### src/rtl/fifo_ch_scheduler.sv
// Round-robin time-division scheduler for a bank of single-channel FIFOs.
// A granted channel is flushed, streamed for a burst of len cycles, then left
// idle long enough for the FIFO's negedge read-enable pipeline to empty.
//
// Handshake: req is a level held by each requester until it sees its grant;
// there is no ready/ack back to the requester other than gnt_id/busy.
// The transaction is acknowledged by a single-cycle done pulse, and aborted
// (sticky until the next grant) tells whether it ended early.
`timescale 1ns/1ps
module fifo_ch_scheduler #(
    parameter int NCH       = 4,
    parameter int IW        = 2,
    parameter int CW        = 13,
    parameter int FLUSH_CYC = 2,
    parameter int DRAIN_CYC = 4
) (
    input  logic           CLK,
    input  logic           RST_X,
    input  logic           en,
    input  logic [NCH-1:0] req,
    input  logic [CW-1:0]  len,
    input  logic           abort,
    output logic [NCH-1:0] sel,
    output logic [NCH-1:0] frst,
    output logic [IW-1:0]  gnt_id,
    output logic           busy,
    output logic           done,
    output logic           aborted,
    output logic [1:0]     state_dbg
);

    localparam logic [1:0] S_IDLE   = 2'd0;
    localparam logic [1:0] S_FLUSH  = 2'd1;
    localparam logic [1:0] S_STREAM = 2'd2;
    localparam logic [1:0] S_DRAIN  = 2'd3;

    localparam logic [7:0] FLUSH_N = 8'(FLUSH_CYC);
    localparam logic [7:0] DRAIN_N = 8'(DRAIN_CYC);

    logic [1:0]     state_q, state_d;
    logic [IW-1:0]  ptr_q, ptr_d;
    logic [IW-1:0]  gnt_q, gnt_d;
    logic [CW-1:0]  cnt_q, cnt_d;     // remaining stream cycles
    logic [7:0]     ph_q, ph_d;       // remaining flush/drain cycles
    logic           ab_q, ab_d;
    logic [NCH-1:0] sel_q, sel_d;
    logic [NCH-1:0] frst_q, frst_d;
    logic           busy_q, busy_d;
    logic           done_q, done_d;
    logic [IW-1:0]  win;
    logic [NCH-1:0] gnt_oh;

    // First requesting channel at or above ptr, wrapping around.
    function automatic logic [IW-1:0] rr_pick(input logic [NCH-1:0] r,
                                              input logic [IW-1:0]  p);
        logic [IW-1:0] w;
        logic [IW-1:0] ix;
        logic          f;
        w  = '0;
        ix = '0;
        f  = 1'b0;
        for (int i = 0; i < NCH; i++) begin
            ix = IW'((int'(p) + i) % NCH);
            if (!f && r[ix]) begin
                f = 1'b1;
                w = ix;
            end
        end
        return w;
    endfunction

    // Arbitration, phase sequencing and next-cycle output decode.
    always_comb begin
        state_d = state_q;
        ptr_d   = ptr_q;
        gnt_d   = gnt_q;
        cnt_d   = cnt_q;
        ph_d    = ph_q;
        ab_d    = ab_q;
        done_d  = 1'b0;
        win     = rr_pick(req, ptr_q);
        case (state_q)
            S_IDLE: begin
                if (en && (|req)) begin
                    gnt_d   = win;
                    ptr_d   = IW'((int'(win) + 1) % NCH);
                    cnt_d   = len;
                    ph_d    = FLUSH_N;
                    ab_d    = 1'b0;
                    state_d = S_FLUSH;
                end
            end
            S_FLUSH: begin
                if (abort) begin
                    ab_d    = 1'b1;
                    ph_d    = DRAIN_N;
                    state_d = S_DRAIN;
                end else if (ph_q == 8'd1) begin
                    if (cnt_q != '0) begin
                        state_d = S_STREAM;
                    end else begin
                        ph_d    = DRAIN_N;
                        state_d = S_DRAIN;
                    end
                end else begin
                    ph_d = ph_q - 8'd1;
                end
            end
            S_STREAM: begin
                if (abort || cnt_q == CW'(1)) begin
                    ab_d    = ab_q | abort;
                    ph_d    = DRAIN_N;
                    state_d = S_DRAIN;
                end else begin
                    cnt_d = cnt_q - CW'(1);
                end
            end
            default: begin
                if (ph_q == 8'd1) begin
                    done_d  = 1'b1;
                    state_d = S_IDLE;
                end else begin
                    ph_d = ph_q - 8'd1;
                end
            end
        endcase
        gnt_oh = {{(NCH-1){1'b0}}, 1'b1} << gnt_d;
        sel_d  = (state_d == S_STREAM) ? gnt_oh : '0;
        frst_d = (state_d == S_FLUSH)  ? gnt_oh : '0;
        busy_d = (state_d != S_IDLE);
    end

    // State and registered outputs.
    always_ff @(posedge CLK or negedge RST_X) begin
        if (!RST_X) begin
            state_q <= S_IDLE;
            ptr_q   <= '0;
            gnt_q   <= '0;
            cnt_q   <= '0;
            ph_q    <= '0;
            ab_q    <= 1'b0;
            sel_q   <= '0;
            frst_q  <= '0;
            busy_q  <= 1'b0;
            done_q  <= 1'b0;
        end else begin
            state_q <= state_d;
            ptr_q   <= ptr_d;
            gnt_q   <= gnt_d;
            cnt_q   <= cnt_d;
            ph_q    <= ph_d;
            ab_q    <= ab_d;
            sel_q   <= sel_d;
            frst_q  <= frst_d;
            busy_q  <= busy_d;
            done_q  <= done_d;
        end
    end

    assign sel       = sel_q;
    assign frst      = frst_q;
    assign gnt_id    = gnt_q;
    assign busy      = busy_q;
    assign done      = done_q;
    assign aborted   = ab_q;
    assign state_dbg = state_q;

endmodule
### config.mk
export PLATFORM = sky130hd
export DESIGN_NAME = fifo_ch_scheduler
export DESIGN_NICKNAME = d
export VERILOG_FILES = /design/src/rtl/fifo_ch_scheduler.sv
export SDC_FILE = /design/constraint.sdc
export NUM_CORES = 1
export LEC_CHECK = 0
export BUFFER_PORTS_ARGS = -buffer_cell sky130_fd_sc_hd__buf_4
export CAP_MARGIN = 20
export CELL_PAD_IN_SITES_DETAIL_PLACEMENT = 1
export CELL_PAD_IN_SITES_GLOBAL_PLACEMENT = 1
export CORE_UTILIZATION = 30
export CTS_BUF_LIST = sky130_fd_sc_hd__clkbuf_4 sky130_fd_sc_hd__clkbuf_8
export CTS_CLUSTER_SIZE = 12
export DETAILED_ROUTE_END_ITERATION = 10
export PLACE_DENSITY_LB_ADDON = 0.1
export SLEW_MARGIN = 10
export SYNTH_ARGS = -nofsm -noshare
export SYNTH_HDL_FRONTEND = slang
export SYNTH_SLANG_ARGS = --single-unit
### constraint.sdc
create_clock -name CLK -period 2.8 [get_ports CLK]
set_input_delay 0.56 -clock CLK [delete_from_list [all_inputs] [get_ports CLK]]
set_output_delay 0.56 -clock CLK [all_outputs]
set_load 0.01 [all_outputs]
# Word level (Yosys, flattened, before mapping)

Cells that the tools add are included.

Register bits: 38
Output and inout port bits: 15
Word-level logic and storage cells: 95

Add/sub/neg operators: 6
$lt $le $gt $ge: 4
Equal/unequal tests: 12
Shift-type cells: 1
Multiplexer cells: 42
Bitwise gates (word level): 1
Reductions and logical operators: 19

Operators by type and width:

| kind                                                                 | number |
|---|---|
| 8-bit 2-to-1 mux                                                     | 6 |
| 13-bit 2-to-1 mux                                                    | 2 |
| 13-bit one-hot mux with 2 select lines                               | 1 |
| 8-bit one-hot mux with 3 select lines                                | 1 |
| 2-bit 2-to-1 mux                                                     | 11 |
| 13-bit by 1-bit == test with 1-bit output, second input constant     | 1 |
| 1-bit 2-to-1 mux                                                     | 13 |
| 13-bit nonzero test                                                  | 1 |
| 13-bit by 1-bit subtractor with 13-bit output, second input constant | 1 |
| 2-bit by 3-bit < comparator with 1-bit output, second input constant | 4 |
| 1-bit binary-select mux with 2-bit select                            | 4 |
| 8-bit by 1-bit == test with 1-bit output, second input constant      | 1 |
| 4-bit 2-to-1 mux                                                     | 2 |
| 2-bit != test, second input constant                                 | 4 |
| 4-bit AND reduction                                                  | 2 |
| 8-bit by 1-bit subtractor with 8-bit output, second input constant   | 1 |
| 2-bit one-hot mux with 3 select lines                                | 1 |
| 2-bit by 1-bit adder with 2-bit output, second input constant        | 2 |
| 2-bit adder, second input constant                                   | 2 |
| 2-bit by 1-bit == test with 1-bit output, second input constant      | 2 |
| 2-bit == test, second input constant                                 | 2 |
| 1-bit logical AND                                                    | 4 |
| 4-bit by 1-bit != test with 1-bit output, second input constant      | 1 |
| 4-bit != test, second input constant                                 | 1 |
| other kinds (12)                                                     | 15 |

# Logic depth before layout (Yosys ltp)

Gate-level depths: netlist of the first run.

Depth in word-level cells: 16
Gate-level depth with buffers: 9
Mapped depth without buffers: 8

# Worst setup path before layout of the first run

OpenSTA, ideal clock, no wires.

Path kind: reg2reg
Start point: register cnt_q[0]
End point: register ph_q[3]
Setup time: 0.077 ns
Arrival: 2.379 ns
Required time: 2.723 ns
Path slack: 0.343 ns
Stages on the path, launching flop included: 9
Path buffers: 1
Clock period less this slack: 2.457 ns
Path through: dfrtp_1 inv_1 ha_1 or4b_2 o31a_1 o21a_1 buf_6 or4_1 a21oi_1

Longest elaborated chain between the ends: 4
Elaborated cells on any way between the ends: 6
Those cells by class: 3 x eq/ne; 3 x reduce/logical

RTL lines:

| item                                      | RTL line | RTL |
|---|---|---|
| start: declaration                        | 43       | `logic [CW-1:0] cnt_q, cnt_d;` |
| start signal: assignment                  | 150      | `cnt_q <= cnt_d;` |
| 13-bit by 1-bit == test with 1-bit output | 110      | `if (abort \|\| cnt_q == CW'(1)) begin` |
| 1-bit logical OR                          | 110      |  |
| 2-bit != test (no source line)            | n/a      |  |
| 4-bit AND reduction (no source line) *    | n/a      |  |
| end signal: assignment                    | 151      | `ph_q <= ph_d;` |
| end: declaration                          | 44       | `logic [7:0] ph_q, ph_d;` |

Every way passes the cells marked *; elsewhere a longest branch is shown, timed or not.
A chain may end at the register's enable or synchronous reset.

# Worst setup path after layout of the first run

Start point: register cnt_q[0]
End point: register ph_q[5]

The elaborated chain is that of the path after synthesis.

==> key figures, run 1 <==
Global routing
  • Largest net degree at the start of global routing: 39
  • Vias in the first global route: 2144
  • Remaining Overflow, GRT: 0
  • Global-route usage over all layers: 0.1752
  • Initial antenna violation count: 0
  • First-pass GRT wire length: 10.56 mm

Placement
  • Buffers on Ports: 35
  • Final HPWL from detailed placement: 4.637 mm
  • Dpl ws: 157.9 ps
  • Routability cong.: 0.7439
  • Placed insts: 385
  • Placed Area: ~0.0027 mm2

STA
  • Tmin final: 2655 ps
  • Max-slew violation count: 0
  • Fin. Hold Viols: 0
  • Worst Clk Skew: ~5.3 ps
  • Setup_tns: 0 ps
  • Setup violations, final: 0
  • RSZ-0062 raised after global routing: false
  • Final critical-path share of the clock period: 0.9484
  • Final WS setup: 144.6 ps
  • Rel. slew slack: 0.6270
  • Slew @ Worst Pin: 554.3 ps
  • Fmax: 376.6 MHz

Floorplanning
  • Die Span Y: 89.29 um
  • Io pins: 36
  • Chip width: 89.29 um
  • Core Area: 0.007292 mm2
  • Initial Util: 0.3135
  • Site row count: 31
  • DIE AREA: 0.007973 mm2

Critical path
  • WP data required: 3030 ps
  • Register-to-Register Path Depth: 7
  • CP endpoint kind: register
  • Setup slack, reg-to-reg: around 140 ps
  • Critical path arrival: 2880 ps
  • Worst r2r src: cnt_q[0]
  • Critical path peak fanout: 13
  • Reg2reg end: ph_q[5]
  • CP startpoint kind: register
  • Crit Path Category: register to register

Drt
  • Via density: 5.349
  • Starting DRT DRC Count: 69
  • Via count: approximately 2100
  • First-pass iteration count of the detailed router: 4
  • Final routed DRC violation total: 0
  • Routed len/inst: 15.96 um
  • Antenna viol nets, final: 0
  • DRT Wirelength: 6.274 mm

Synthesis
  • Post-synth top area cell: dfrtp_1
  • Top_reg_cell synth: dfrtp_1
  • Yosys warning count: 0
  • Simple-gate share of the synthesized area: 0.2206
  • Syn Nets: between 200 and 300
  • FF+latch count, synth: 38
  • Area contributors post-synth: dfrtp_1 42%, a21oi_1 5.7%, ha_1 4.9%
  • Post-synth EDFFs: 0
  • Cell Area, Synth: 0.002286 mm2
  • Fraction of registers with async set/reset: 1.000
  • Compound-Gate Fraction of Synth Area: 0.2288
  • Post-Synth Adder-Cell Area: 0.04926
  • Syn avg cell area: 9.107 um2
  • Top-area cell type share of the netlist area: 0.4160
  • Seq/Total Area, Yosys: 0.4160
  • Synth Instances: 251
  • Main combinational cell family by area after synthesis: compound AO/OA/AOI/OAI gates
  • Post-synthesis mux area share: 0.03284
  • Synth cell types: 50
  • Synth Area in XOR/XNOR: 0.003831

Finish
  • Final Non-Filler Cells: slightly below 400
  • Post-layout util: 0.3849
  • # fillers: 898
  • Storage element area: roughly 950 um2
  • Synthesis-to-finish area growth: 22.77%
  • Antenna Diode Count: 0
  • Most common cell after layout, fill and taps aside: buf_4
  • Post-route cell area: 0.002806 mm2
  • Layout cells sized above 1: 0.2279
  • Most frequent cells in the layout: 45 x buf_4, 38 x dfrtp_1, 26 x a21oi_1
  • Fin nets: 323
  • Area of the multi-input gates: about 0.0012 mm2

CTS
  • Sink Count: 38
  • Post-CTS Setup Bufs: 0
  • CTS tree: done
  • CTS buffer count: 5
  • Clock Tree Buf Depth: 2
  • Post-cts hold buffer count: 0
  • Clk Latency, worst-skew pair: 300 ps
  • H-tree Lvls: 2
  • Worst-path clk slew: 80 ps
  • Root Driver: clkbuf_8
  • # resized after CTS: 0

Run
  • Max Cap Viol: 0

Min path
  • Worst min path class: input port to async pin

Status
  • Status: completed

Power
  • Max VDD drop: approximately 0.39 mV
  • Power Dens Cells: 1136 mW/mm2
  • Leakage: 1.236 nW
## synthesized netlist by cell type (all sizes together), types with 2 or more instances
cell type / number
inv: 14
or4: 9
nand3: 7
o311ai: 2
a32oi: 2
o41ai: 2
or3: 3
nand2: 14
nand2b: 2
nor2: 20
a21o: 3
nor4: 4
nand4: 5
ha: 9
o31ai: 7
a31oi: 2
or2: 2
or4b: 2
a21oi: 26
mux2i: 3
o21ai: 10
buf: 4
nor3: 17
o21a: 3
dfrtp: 38
clkbuf: 6
o22ai: 12
mux2: 4
nand3b: 2
## area by class of cell
class	count	share of cell area
multi-input combinational	188	0.4360
timing repair buffer	45	0.1204
tap	99	0.04414
clock buffer	5	0.02452
clock inverter	3	0.01605
sequential	38	0.3388
inverter	15	0.02006
## where the power goes
part,internal (W),switching (W)
registers,0.000779,0.000212
clock network,0.000265,0.000219
logic,0.000743,0.000971
## registers in the layout (all words and copies together) (netlist names)
register   flops
cnt_q         13
sel            4
ph_q           8
busy           1
state_dbg      2
aborted        1
gnt_id         2
done           1
ptr_q          2
frst           4
## layer usage
metal / global-route usage / wire length (um) / up-vias
met5: 0 / 0 / -
met4: 0.05195 / 75 / 0
met3: 0.03786 / 200 / 8
met2: 0.2873 / 2998 / 28
met1: 0.2323 / 3000 / 1031
li1: - / - / 1035
## cell families after synthesis
| family | after synthesis |
|---|---|
| and+or+nand+nor | 93 |
| AOI/OAI and AO/OA | 78 |
| DFF | 38 |
| buffers and inverters | 25 |
| adders and majority gates | 9 |
| muxes | 7 |
| xor gates and xnor gates | 1 |
## stage by stage
stage | hold slack (ps) | power (W)
4_1_cts | 251.5 | 0.003248
3_5_place_dp | 555.7 | 0.002745
2_1_floorplan | 264.4 | 0.002127
5_1_grt | 267.2 | 0.003480
6_report | 231.6 | 0.003189
3_3_place_gp | 538.0 | 0.002710
## worst max-delay path by stage
stage	start	to	slack, ps	cells past startpoint
2_1_floorplan	cnt_q[0]	ph_q[3]	340	8
3_3_place_gp	cnt_q[0]	ph_q[1]	230	7
3_5_place_dp	cnt_q[0]	ph_q[1]	160	7
4_1_cts	cnt_q[5]	ph_q[5]	130	5
5_1_grt	cnt_q[7]	ph_q[4]	10	5
6_report	cnt_q[0]	ph_q[5]	140	7
## critical path, stage by stage, from the launching register on
cell and delay (ps):
dfrtp_1 410, inv_1 110, ha_1 150, or4b_2 620, o31a_1 290, o21a_1 330
or4_1 520, a21oi_1 150
Power figures use the tool's default switching activity.
==> run 2, diff against run 1 <==
--- a/config.mk
+++ b/config.mk
@@ -9,6 +9,7 @@
 export CAP_MARGIN = 20
 export CELL_PAD_IN_SITES_DETAIL_PLACEMENT = 1
 export CELL_PAD_IN_SITES_GLOBAL_PLACEMENT = 1
+export CORE_ASPECT_RATIO = 1.25
 export CORE_UTILIZATION = 30
 export CTS_BUF_LIST = sky130_fd_sc_hd__clkbuf_4 sky130_fd_sc_hd__clkbuf_8
 export CTS_CLUSTER_SIZE = 12
==> run 2 against run 1 <==
  * Setup slack worse by 4.9 ps
  * First-iteration DRC count unchanged
  * Register-to-register slack about the same
  * Die area about the same
  * Global-route usage about the same
  * Critical path type unchanged
  * Design area down 0.31%
  * Maximum frequency down 0.18%
  * Critical endpoint is now ph_q[6]
  * Clock power down 2%
  * Clock skew down 2.1 ps
  * Final cell count down 1.8%
  * Sequential power down 0.8%
==> key figures, run 2 (synthesis results as in run 1) <==
Global routing
  • First-pass GRT wire length: about 11 mm
  • Global-route usage over all layers: 0.1755
  • Vias in the first global route: approximately 2200
  • Remaining Overflow, GRT: 0
  • Initial antenna violation count: 0
  • Largest net degree at the start of global routing: 39

CTS
  • CTS buffer count: 5
  • H-tree Lvls: 2
  • Worst-path clk slew: ~80 ps
  • CTS tree: done
  • Post-cts hold buffer count: 0
  • Sink Count: 38
  • Root Driver: clkbuf_8
  • Clk Latency, worst-skew pair: about 290 ps
  • Post-CTS Setup Bufs: 0
  • # resized after CTS: 0
  • Clock Tree Buf Depth: 2

STA
  • Slew @ Worst Pin: 636.6 ps
  • Final critical-path share of the clock period: 0.9501
  • Setup_tns: 0 ps
  • Rel. slew slack: 0.5756
  • Tmin final: 2660 ps
  • RSZ-0062 raised after global routing: false
  • Setup violations, final: 0
  • Fin. Hold Viols: 0
  • Fmax: 375.9 MHz
  • Max-slew violation count: 0
  • Worst Clk Skew: 3.155 ps

Critical path
  • Register-to-Register Path Depth: 7
  • Setup slack, reg-to-reg: 140 ps
  • CP startpoint kind: register
  • Reg2reg end: ph_q[6]
  • Critical path arrival: roughly 2900 ps
  • Crit-path cells: inv_1 > ha_1 > or4b_2 > o31a_1 > o21a_1 > or4_1 > a21oi_1
  • Crit Path Category: register to register
  • Crit path largest cell delay: roughly 620 ps
  • Worst r2r src: cnt_q[0]
  • Critical path peak fanout: 13
  • Worst path top cell family by delay: simple AND/OR/NAND/NOR gates
  • WP buf/inv: 1
  • CP endpoint kind: register
  • Slowest CP cell: or4b_2
  • WP data required: just over 3000 ps

Finish
  • Layout cells sized above 1: 0.2279
  • Biggest regs: cnt_q: 13 flops, ph_q: 8 flops
  • Most common cell after layout, fill and taps aside: buf_4
  • Max FFs per register: 13
  • Final Non-Filler Cells: 386
  • Top reg by flops: cnt_q
  • Synthesis-to-finish area growth: 22.39%
  • Storage element area: ~950 um2
  • Fin nets: 323
  • Most frequent cells in the layout: 45 x buf_4, 38 x dfrtp_1, 26 x a21oi_1
  • Area of the multi-input gates: 0.001224 mm2
  • # fillers: about 870
  • Antenna Diode Count: 0

Placement
  • Final HPWL from detailed placement: 4.625 mm
  • Buffers on Ports: 35
  • Routability cong.: about 0.77
  • Placed insts: 378

Power
  • Max VDD drop: 0.3680 mV
  • Power Dens Cells: 1140 mW/mm2
  • Leakage: 1.236 nW

Drt
  • DRT Wirelength: 6.201 mm
  • Final routed DRC violation total: 0
  • Routed len/inst: 16.06 um
  • Antenna viol nets, final: 0
  • Via density: 5.404
  • Via count: approximately 2100
  • First-pass iteration count of the detailed router: 4
  • Starting DRT DRC Count: 69

Floorplanning
  • DIE AREA: 0.007975 mm2
  • Chip width: 80.08 um
  • Die Span Y: 99.60 um
  • Site row count: 35
  • Initial Util: 0.3107
  • Io pins: 36
  • Core Area: 0.007357 mm2

Min path
  • Worst min path class: input port to async pin

Status
  • Status: completed

Run
  • Max Cap Viol: 0
==> run 2: cell counts in the layout (fill, tap and decap cells not counted) <==
Identical to the previous run, type by type.
==> run 2: how the worst max path moves through the flow <==
stage / start / end / cells after the start
6_report: cnt_q[0] / ph_q[6] / 7
3_3_place_gp: cnt_q[0] / ph_q[1] / 7
5_1_grt: cnt_q[0] / ph_q[7] / 7
3_5_place_dp: cnt_q[0] / ph_q[7] / 7
4_1_cts: cnt_q[0] / ph_q[6] / 7
2_1_floorplan: cnt_q[0] / ph_q[3] / 8
==> run 2: layout make-up <==
class	instances	share of cell area
multi-input combinational	188	0.4374
sequential	38	0.3399
timing repair buffer	45	0.1208
tap	92	0.04114
clock buffer	5	0.02460
inverter	15	0.02013
clock inverter	3	0.01610
==> run 2: report_power, final <==
| group | switching, W | internal (W) | leakage, nW |
|---|---|---|---|
| registers | 0.000204 | 0.000779 | 0.469 |
| clock network | 0.000207 | 0.000265 | 0.0504 |
| logic | 0.000988 | 0.000746 | 0.717 |
==> run 2: worst register-to-register path, cell delays in order (launching register included) <==
cell	delay, ps
dfrtp_1	410
inv_1	120
ha_1	140
or4b_2	620
o31a_1	300
o21a_1	320
or4_1	520
a21oi_1	160
==> run 2: metal layers <==
layer,global-route usage,wire (um),up-vias
met5,0,0,-
met4,0.04945,75,0
met3,0.02844,146,5
met2,0.3083,3196,26
met1,0.2192,2782,1026
li1,-,-,1029
==> run 2: through the flow <==
stage	setup WS (ps)	area, um2	power (W)	hold WS [ps]	util
3_3_place_gp	219.0	2684	0.002723	539.7	0.3648
6_report	139.7	2798	0.003190	238.7	0.3803
2_1_floorplan	343.3	2286	0.002127	264.4	-
3_5_place_dp	142.6	2684	0.002754	547.7	0.3648
4_1_cts	134.7	2798	0.003249	252.7	0.3803
5_1_grt	1.843	2798	0.003521	269.1	0.3803
